**config.mk**
```make
export PLATFORM = sky130hd
export DESIGN_NAME = note_lane_scheduler_flat
export DESIGN_NICKNAME = d
export VERILOG_FILES = /design/src/rtl/rhythm_pkg.sv /design/src/rtl/note_lane_scheduler_if.sv /design/src/rtl/lane_slot_alloc.sv /design/src/rtl/note_lane_scheduler.sv /design/src/flat_wrapper.sv
export SDC_FILE = /design/constraint.sdc
export NUM_CORES = 1
export LEC_CHECK = 0
export ABC_AREA = 1
export CAP_MARGIN = 10
export CORE_MARGIN = 2
export CORE_UTILIZATION = 45
export CTS_CLUSTER_SIZE = 24
export DETAILED_ROUTE_END_ITERATION = 8
export MAX_ROUTING_LAYER = met4
export PLACE_DENSITY = 0.74
export SLEW_MARGIN = 20
export SYNTH_ARGS = -nofsm -noshare
export SYNTH_HDL_FRONTEND = slang
export SYNTH_SLANG_ARGS = --single-unit
```
**constraint.sdc**
```tcl
create_clock -name clk -period 2.5 [get_ports clk]
set_clock_uncertainty 0.05 [all_clocks]
set_input_delay 0.375 -clock clk [delete_from_list [all_inputs] [get_ports clk]]
set_output_delay 0.375 -clock clk [all_outputs]
set_load 0.02 [all_outputs]
```
**src/rtl/rhythm_pkg.sv**
```systemverilog
// Shared types and default geometry for the rhythm-game note datapath.
package rhythm_pkg;

  typedef enum logic [1:0] {
    IDLE = 2'd0,
    PLAY = 2'd1,
    DONE = 2'd2
  } game_state_e;

  localparam int DEF_LANES          = 3;
  localparam int DEF_SLOTS_PER_LANE = 5;
  localparam int DEF_POS_W          = 10;

  // Pattern words list lane0 in the MSB, so lane l reads bit (lanes-1-l).
  function automatic int lane_data_bit(input int lane, input int lanes);
    return lanes - 1 - lane;
  endfunction

endpackage

```
**src/rtl/note_lane_scheduler_if.sv**
```systemverilog
// Pattern-ROM and renderer bus of the note lane scheduler; master is the scheduler side.
interface note_lane_scheduler_if #(
  parameter int LANES          = rhythm_pkg::DEF_LANES,
  parameter int SLOTS_PER_LANE = rhythm_pkg::DEF_SLOTS_PER_LANE,
  parameter int POS_W          = rhythm_pkg::DEF_POS_W,
  parameter int IDX_W          = 5
);

  logic [IDX_W-1:0]                      note_addr;
  logic [LANES-1:0]                      note_data;
  logic [LANES*SLOTS_PER_LANE-1:0]       slot_active;
  logic [LANES*SLOTS_PER_LANE*POS_W-1:0] slot_pos;

  modport master (output note_addr, slot_active, slot_pos, input note_data);
  modport slave  (input note_addr, slot_active, slot_pos, output note_data);

endinterface

```
**src/rtl/lane_slot_alloc.sv**
```systemverilog
// Combinational allocator for one lane: grants the lowest-index free slot on request.
module lane_slot_alloc #(
  parameter int SLOTS = 5
) (
  input  logic [SLOTS-1:0] active,
  input  logic             request,
  output logic [SLOTS-1:0] grant,
  output logic             full
);

  // Adding one ripples through the low busy slots and lands on the first free one.
  assign grant = request ? (~active & (active + SLOTS'(1))) : '0;
  assign full  = &active;

endmodule

```
**src/rtl/note_lane_scheduler.sv**
```systemverilog
// Falling-note scheduler: beat-timed pattern reads, per-lane slot allocation, slot motion, game FSM.
// Build option: define SONG_LOOP_EN to wrap the song back to entry 0 instead of draining to DONE.
module note_lane_scheduler
  import rhythm_pkg::*;
#(
  parameter int LANES          = DEF_LANES,
  parameter int SLOTS_PER_LANE = DEF_SLOTS_PER_LANE,
  parameter int POS_W          = DEF_POS_W,
  parameter int BOTTOM         = 490,
  parameter int BEAT_TICKS     = 64,
  parameter int SONG_LEN       = 23,
  parameter int IDX_W          = 5
) (
  input  logic                 clk,
  input  logic                 reset,
  input  logic                 tick,
  input  logic                 start,
  input  logic                 stop,
  input  logic                 pause,
  note_lane_scheduler_if.master bus,
  output logic [1:0]           game_state,
  output logic                 spawn_drop
);

  localparam int NSLOT  = LANES * SLOTS_PER_LANE;
  localparam int BEAT_W = (BEAT_TICKS > 1) ? $clog2(BEAT_TICKS) : 1;
  localparam logic [POS_W-1:0]  BOTTOM_POS = POS_W'(BOTTOM);
  localparam logic [BEAT_W-1:0] BEAT_LAST  = BEAT_W'(BEAT_TICKS - 1);
  localparam logic [IDX_W-1:0]  SONG_END   = IDX_W'(SONG_LEN);

  game_state_e       state_q;
  logic [IDX_W-1:0]  addr_q;
  logic [BEAT_W-1:0] beat_q;
  logic [NSLOT-1:0]  active_q;
  logic [POS_W-1:0]  pos_q [NSLOT];

  logic                   note_fire;
  logic [LANES-1:0]       lane_req;
  logic [LANES-1:0]       lane_full;
  logic [NSLOT-1:0]       grant;
  logic [NSLOT*POS_W-1:0] pos_flat;

  assign note_fire = (beat_q == '0) && (addr_q < SONG_END);

  // Allocation sees the pre-tick active vector, so a slot retiring this tick stays unavailable.
  for (genvar l = 0; l < LANES; l++) begin : g_lane
    localparam int DBIT = lane_data_bit(l, LANES);
    assign lane_req[l] = note_fire && bus.note_data[DBIT];
    lane_slot_alloc #(.SLOTS(SLOTS_PER_LANE)) u_alloc (
      .active (active_q[l*SLOTS_PER_LANE +: SLOTS_PER_LANE]),
      .request(lane_req[l]),
      .grant  (grant[l*SLOTS_PER_LANE +: SLOTS_PER_LANE]),
      .full   (lane_full[l])
    );
  end

  always_comb begin
    pos_flat = '0;
    for (int s = 0; s < NSLOT; s++) pos_flat[s*POS_W +: POS_W] = pos_q[s];
  end

  assign bus.slot_pos    = pos_flat;
  assign bus.slot_active = active_q;
  assign bus.note_addr   = addr_q;
  assign game_state      = state_q;

  always_ff @(posedge clk) begin
    if (reset) begin
      state_q    <= IDLE;
      addr_q     <= '0;
      beat_q     <= '0;
      active_q   <= '0;
      spawn_drop <= 1'b0;
      for (int s = 0; s < NSLOT; s++) pos_q[s] <= '0;
    end else begin
      spawn_drop <= 1'b0;
      if (tick) begin
        unique case (state_q)
          IDLE: begin
            if (start) begin
              state_q  <= PLAY;
              addr_q   <= '0;
              beat_q   <= '0;
              active_q <= '0;
              for (int s = 0; s < NSLOT; s++) pos_q[s] <= '0;
            end
          end
          PLAY: begin
            if (stop) begin
              state_q  <= IDLE;
              active_q <= '0;
              for (int s = 0; s < NSLOT; s++) pos_q[s] <= '0;
            end else if (!pause) begin
              for (int s = 0; s < NSLOT; s++) begin
                if (grant[s]) begin
                  active_q[s] <= 1'b1;
                  pos_q[s]    <= '0;
                end else if (active_q[s]) begin
                  if (pos_q[s] > BOTTOM_POS) begin
                    active_q[s] <= 1'b0;
                    pos_q[s]    <= '0;
                  end else begin
                    pos_q[s] <= pos_q[s] + POS_W'(1);
                  end
                end
              end
              beat_q <= (beat_q == BEAT_LAST) ? '0 : beat_q + BEAT_W'(1);
              if (note_fire) begin
                spawn_drop <= |(lane_req & lane_full);
`ifdef SONG_LOOP_EN
                addr_q <= (addr_q == SONG_END - IDX_W'(1)) ? '0 : addr_q + IDX_W'(1);
`else
                addr_q <= addr_q + IDX_W'(1);
`endif
              end
              if (addr_q == SONG_END && active_q == '0) state_q <= DONE;
            end
          end
          DONE: begin
            if (stop) state_q <= IDLE;
          end
          default: state_q <= IDLE;
        endcase
      end
    end
  end

endmodule

```
**src/flat_wrapper.sv**
```systemverilog
// flat-port wrapper written by rule: the top's interface ports become plain ports
module note_lane_scheduler_flat import rhythm_pkg::*;
#(
  parameter int LANES          = DEF_LANES,
  parameter int SLOTS_PER_LANE = DEF_SLOTS_PER_LANE,
  parameter int POS_W          = DEF_POS_W,
  parameter int BOTTOM         = 490,
  parameter int BEAT_TICKS     = 64,
  parameter int SONG_LEN       = 23,
  parameter int IDX_W          = 5
)
  (clk, reset, tick, start, stop, pause, game_state, spawn_drop, bus_note_addr, bus_slot_active, bus_slot_pos, bus_note_data);
  note_lane_scheduler_if #(.LANES(LANES), .SLOTS_PER_LANE(SLOTS_PER_LANE), .POS_W(POS_W), .IDX_W(IDX_W)) bus_i ();
  input  logic clk;
  input  logic reset;
  input  logic tick;
  input  logic start;
  input  logic stop;
  input  logic pause;
  output logic [1:0] game_state;
  output logic spawn_drop;
  output wire logic [$bits(bus_i.note_addr)-1:0] bus_note_addr;
  output wire logic [$bits(bus_i.slot_active)-1:0] bus_slot_active;
  output wire logic [$bits(bus_i.slot_pos)-1:0] bus_slot_pos;
  input wire logic [$bits(bus_i.note_data)-1:0] bus_note_data;
  assign bus_note_addr = bus_i.note_addr;
  assign bus_slot_active = bus_i.slot_active;
  assign bus_slot_pos = bus_i.slot_pos;
  assign bus_i.note_data = bus_note_data;
  note_lane_scheduler #(.LANES(LANES), .SLOTS_PER_LANE(SLOTS_PER_LANE), .POS_W(POS_W), .BOTTOM(BOTTOM), .BEAT_TICKS(BEAT_TICKS), .SONG_LEN(SONG_LEN), .IDX_W(IDX_W)) u_core (.clk(clk), .reset(reset), .tick(tick), .start(start), .stop(stop), .pause(pause), .bus(bus_i), .game_state(game_state), .spawn_drop(spawn_drop));
endmodule
```
Word-level counts from Yosys, hierarchy flattened
Memory sizes are Yosys's and may differ from the RTL's.
Index checks and enable logic that the tools add are counted.
{ "word_totals": {"reg_bits": 29, "mem_bits_rw": 150, "inputBits": 9, "wordCells": 656, "n_memories": 1} }
{ "memory_table": {"columns": ["name", "words", "word_bits", "read_ports", "rd_clocked_by_memory_dff", "wr", "line_no", "rtl"], "rows": [
  ["u_core.pos_q", 15, 10, 15, 0, 15, "note_lane_scheduler.sv:35", "logic [POS_W-1:0] pos_q [NSLOT];"]
]} }
{ "classes": {"add_sub_neg": 20, "n_lt_le_gt_ge": 16, "n_eq_ne": 11, "n_mux": 500, "bitwise": 85, "reduce_logical": 18} }
{ "op_table": {"columns": ["op", "count"], "rows": [
  ["$mux W10", 75],
  ["$mux W1", 402],
  ["$add A10 B1 Y10 const B", 15],
  ["$gt A10 B9 Y1 const B", 15],
  ["$or A1 B1 Y1", 75],
  ["$mux W15", 3],
  ["$mux W5", 7],
  ["$pmux W15 S2", 1],
  ["$reduce_and A5 Y1", 5],
  ["$mux W6", 4],
  ["$add A5 B1 Y5 const B", 4],
  ["$and A5 B5 Y5", 3],
  ["$logic_not A15 Y1", 1],
  ["$not A5 Y5", 3],
  ["$pmux W6 S2", 1],
  ["$mux W2", 5],
  ["$pmux W5 S2", 1],
  ["$ne A2 B2 Y1 const B", 4],
  ["$add A6 B1 Y6 const B", 1],
  ["$eq A6 B6 Y1 const B", 1],
  ["$logic_not A6 Y1", 1],
  ["$pmux W2 S3", 1],
  ["$reduce_and A6 Y1", 1],
  ["$reduce_or A6 Y1", 1],
  ["14 further kinds", 20]
]} }

Logic depth before layout (Yosys ltp)
{ "logic_depth": {"word_depth": 14, "mapped_depth": 13, "ltp_nobuf": 13} }

Cells and area by module
Synthesis repeated with hierarchy kept, for this count alone.
{ "unflattened": {"hier_cells": 1111, "area_unflattened_um2": 9903.2} }
{ "modules_own_cells": {"columns": ["mod", "n_inst", "cells_each", "area_per_inst_um2", "seq_area_each_um2"], "rows": [
  ["note_lane_scheduler", 1, 1066, 9700.6, 5084.9],
  ["lane_slot_alloc", 3, 15, 67.6, 0.0]
]} }

Worst setup path after synthesis
OpenSTA, ideal clock, no wires.
{ "synth_timing": {"kind": "flip-flop to flip-flop", "startpoint": "register u_core.beat_q[0]", "endpoint": "memory u_core.pos_q[0][30] in the netlist's numbering, enable pin", "setup_time_ps": 391, "t_arrival_ps": 2066, "setup_slack_ps": -7, "stages_incl_launch_ff": 9, "path_buffers": 0, "path_cell_list": "dfxtp_1 > inv_1 > ha_1 > nand2_1 > nor2_1 > nand2_1 > nor2_1 > a21oi_1 > o21ai_0"} }
{ "synth_lines": {"columns": ["item", "line_no", "rtl"], "rows": [
  ["start, declared", "note_lane_scheduler.sv:33", "logic [BEAT_W-1:0] beat_q;"],
  ["start signal, assigned", "note_lane_scheduler.sv:107", "beat_q <= (beat_q == BEAT_LAST) ? '0 : beat_q + BEAT_W'(1);"],
  ["end, declared", "note_lane_scheduler.sv:35", null]
]} }

==> flow_summary.json <==
{
  "final_cells": 1649,
  "swShare_pct": 29.2,
  "drt.antenna.violating_nets": 0,
  "p_leak_nw": 5.04,
  "cts-root-buf": "clkbuf_16",
  "cap_violations": 0,
  "synth_ff_type": "edfxtp_1",
  "hold_buffers": 0,
  "drive_gt1_share_pct": 7.16,
  "grt_pass1_wl_mm": 39.1,
  "arrival_ns": 2.33,
  "ff_latch_area_mm2": 0.00508,
  "cp_num_buf_inv": 2,
  "crit_chain": "inv_1 -> ha_1 -> nand2_1 -> nor2_1 -> nand2_1 -> nor2_2 -> a21oi_1 -> o21ai_0 -> buf_4",
  "async_flop_share_pct": 0,
  "area_growth_syn_to_layout_pct": 29.7,
  "clk_pin_slew_ns": 0.07,
  "cpMostUsedCell": "nand2_1",
  "power_density_mw_per_mm2": 603,
  "power.internal_w": 0.00545,
  "wl_mm": 23.8,
  "final_common_cell": "nand2_1",
  "drt_iter0_drc": 460,
  "synth-seq-area-share_pct": 51.7,
  "die_w_um": 152,
  "die_y_um": 152,
  "antenna_cells": 0,
  "core_area_mm2": 0.0216,
  "status": "finished, final reports clean",
  "synth_area_per_cell_um2": 8.74,
  "drv_slew": 0,
  "synth_edf_count": 150,
  "grt_pass1_vias": 8019,
  "slowest_delay_ns": 0.38,
  "worst_ep_required_time_ns": 2.59,
  "final_area_mm2": 0.0128,
  "drc": 0,
  "grt-ovfl-total": 0,
  "num-nets-final": 1398,
  "seqPwrFrac_pct": 49.5,
  "cts_sinks": 179,
  "fmax_mhz": 445,
  "relSlewSlack_pct": 58.4,
  "cts_buffer_depth": 2,
  "period_needed_ns": 2.25,
  "clk_latency_ns": 0.43,
  "post_dp_cell_area_mm2": 0.0122,
  "crit_fanout": 10,
  "antenna_found_initial": 0,
  "synth_seq_cells": 179,
  "power_frac_comb_pct": 18.1,
  "total_power_w": 0.00770,
  "via_count": 8317,
  "fin_util_pct": 59.0,
  "critPathSlowestCell": "nor2_2",
  "period_share_pct": 90.0,
  "mostFrequentLayoutCells": "261 x nand2_1, 213 x nor2_1, 181 x clkdlybuf4s50_1, 150 x edfxtp_1, 130 x inv_1",
  "rows": 54,
  "multiInputGateArea_mm2": 0.00426,
  "cts_inserted_buffers": 17,
  "hold_viol": 0,
  "io_pins": 182,
  "hold_class": "reg2reg",
  "routed_via_density": 5.04,
  "grt_max_degree": 19,
  "yosysWarnings": 0,
  "tightest_slew_ns": 0.623,
  "end_kind": "flip-flop",
  "path_class": "reg2reg",
  "setup_tns_ns": 0,
  "syn-cell-area_mm2": 0.00984,
  "setup_viol": 0,
  "wl_per_cell_um": 14.4,
  "numPlacedInstances": 1617,
  "portBuffers": 181,
  "htree_num_levels": 4,
  "grt_usage_pct": 21.2,
  "start_util_pct": 45.5,
  "dieArea_mm2": 0.0231,
  "ir_drop_mv": 0.481,
  "fillers": 1915,
  "start_kind": "flip-flop",
  "synthesis.instances": 1125,
  "crit_family": "simple AND/OR/NAND/NOR gates",
  "power.switching_w": 0.00225,
  "rsz0062_at_grt": "false",
  "place_congestion": 0.881,
  "dr.pass1.iters": 5,
  "dp_hpwl_mm": 17.7,
  "cts_tree": "done",
  "synthDistinctLibCells": 43,
  "p_clk_share_pct": 32.4
}
[tightest hold or removal path, delay by kind of cell (launching register included)]
| family | cells | cell delay, ns |
|---|---|---|
| AOI/OAI and AO/OA | 1 | 0.05 |
| DFF | 1 | 0.34 |
| buffers and inverters | 1 | 0.06 |
[metal layers]
layer / vias up / GRT usage (%) / share of wire, %
li1: 4142 / - / -
met1: 3899 / 27.5 / 44
met2: 249 / 34.1 / 49
met3: 27 / 4.02 / 5.6
met4: 0 / 6.28 / 1.5
met5: - / - / 0
[power groups by stage]
| stage | clock network, W | logic [W] | registers, W |
|---|---|---|---|
| global placement | 0 | 0.00137 | 0.00387 |
| detailed placement | 0 | 0.00139 | 0.00387 |
| finish | 0.00249 | 0.00139 | 0.00381 |
| CTS | 0.00255 | 0.00140 | 0.00381 |
| global route | 0.00266 | 0.00151 | 0.00385 |
| floorplan | 0 | 0.000469 | 0.00409 |
[synthesized netlist by cell type (6+ instances only)]
| library cell | instances | area [µm²] |
|---|---|---|
| nor2_1 | 214 | 803 |
| xor2_1 | 39 | 342 |
| nand4_1 | 20 | 125 |
| xnor2_1 | 24 | 210 |
| ha_1 | 33 | 413 |
| a31oi_1 | 6 | 37.5 |
| or2_2 | 12 | 75.1 |
| edfxtp_1 | 150 | 4500 |
| dfxtp_1 | 29 | 581 |
| o21ai_0 | 23 | 115 |
| a21oi_1 | 52 | 260 |
| nor3_1 | 17 | 85.1 |
| nand2_1 | 261 | 980 |
| inv_1 | 130 | 488 |
| nand3_1 | 56 | 280 |
[registers in the layout, summed over array words and instances (netlist names)]
name	flops
u_core.bus.slot_active	15
u_core.bus.note_addr	5
u_core.pos_q	150
u_core.spawn_drop	1
u_core.game_state	2
u_core.beat_q	6
[stage by stage]
stage / worst slack [ns] / hold WS (ns)
4_1_cts: 0.235 / 0.439
5_1_grt: 0.000793 / 0.467
3_3_place_gp: 0.0382 / 0.420
3_5_place_dp: 0.0442 / 0.427
6_report: 0.251 / 0.437
2_1_floorplan: 0.0204 / 0.409
[repair_timing]
action | in CTS | in global routing
endpoints found under the hold margin | 0 | 0
buffers inserted | 0 | 0
setup endpoints to repair | 0 | 10
gates resized for setup | 0 | 1
[final timing paths]
check | start | endpoint | slack [ns] | depth (start not counted)
worst max-delay path | u_core.beat_q[0]$_SDFFE_PP0P_ | u_core.pos_q[0][147]$_SDFFCE_PN0P_ | 0.25 | 9
worst min-delay path | u_core.bus.note_addr[4]$_SDFFE_PP0P_ | u_core.bus.note_addr[4]$_SDFFE_PP0P_ | 0.44 | 2
worst max register to register | u_core.beat_q[0]$_SDFFE_PP0P_ | u_core.pos_q[0][147]$_SDFFCE_PN0P_ | 0.25 | 9
worst min register to register | u_core.bus.note_addr[4]$_SDFFE_PP0P_ | u_core.bus.note_addr[4]$_SDFFE_PP0P_ | 0.44 | 2
[cell families after synthesis]
family,share of synthesized area [%]
AO/OA/AOI/OAI,4.97
XOR/XNOR,5.61
adder cells (fa/ha/maj),4.20
buffers and inverters,5.62
flip-flops,51.7
other,0.0381
AND/OR/NAND/NOR,27.9
[final cells by class]
cell class / instances / share of cell area (%)
Timing Repair Buffer: 208 / 15.9
Clock buffer: 21 / 3.61
Sequential cell: 179 / 39.9
Multi-Input combinational cell: 818 / 33.4
Tap cell: 280 / 2.75
Inverter: 132 / 3.89
Clock inverter: 11 / 0.618
(Power assumes the default switching activity.)
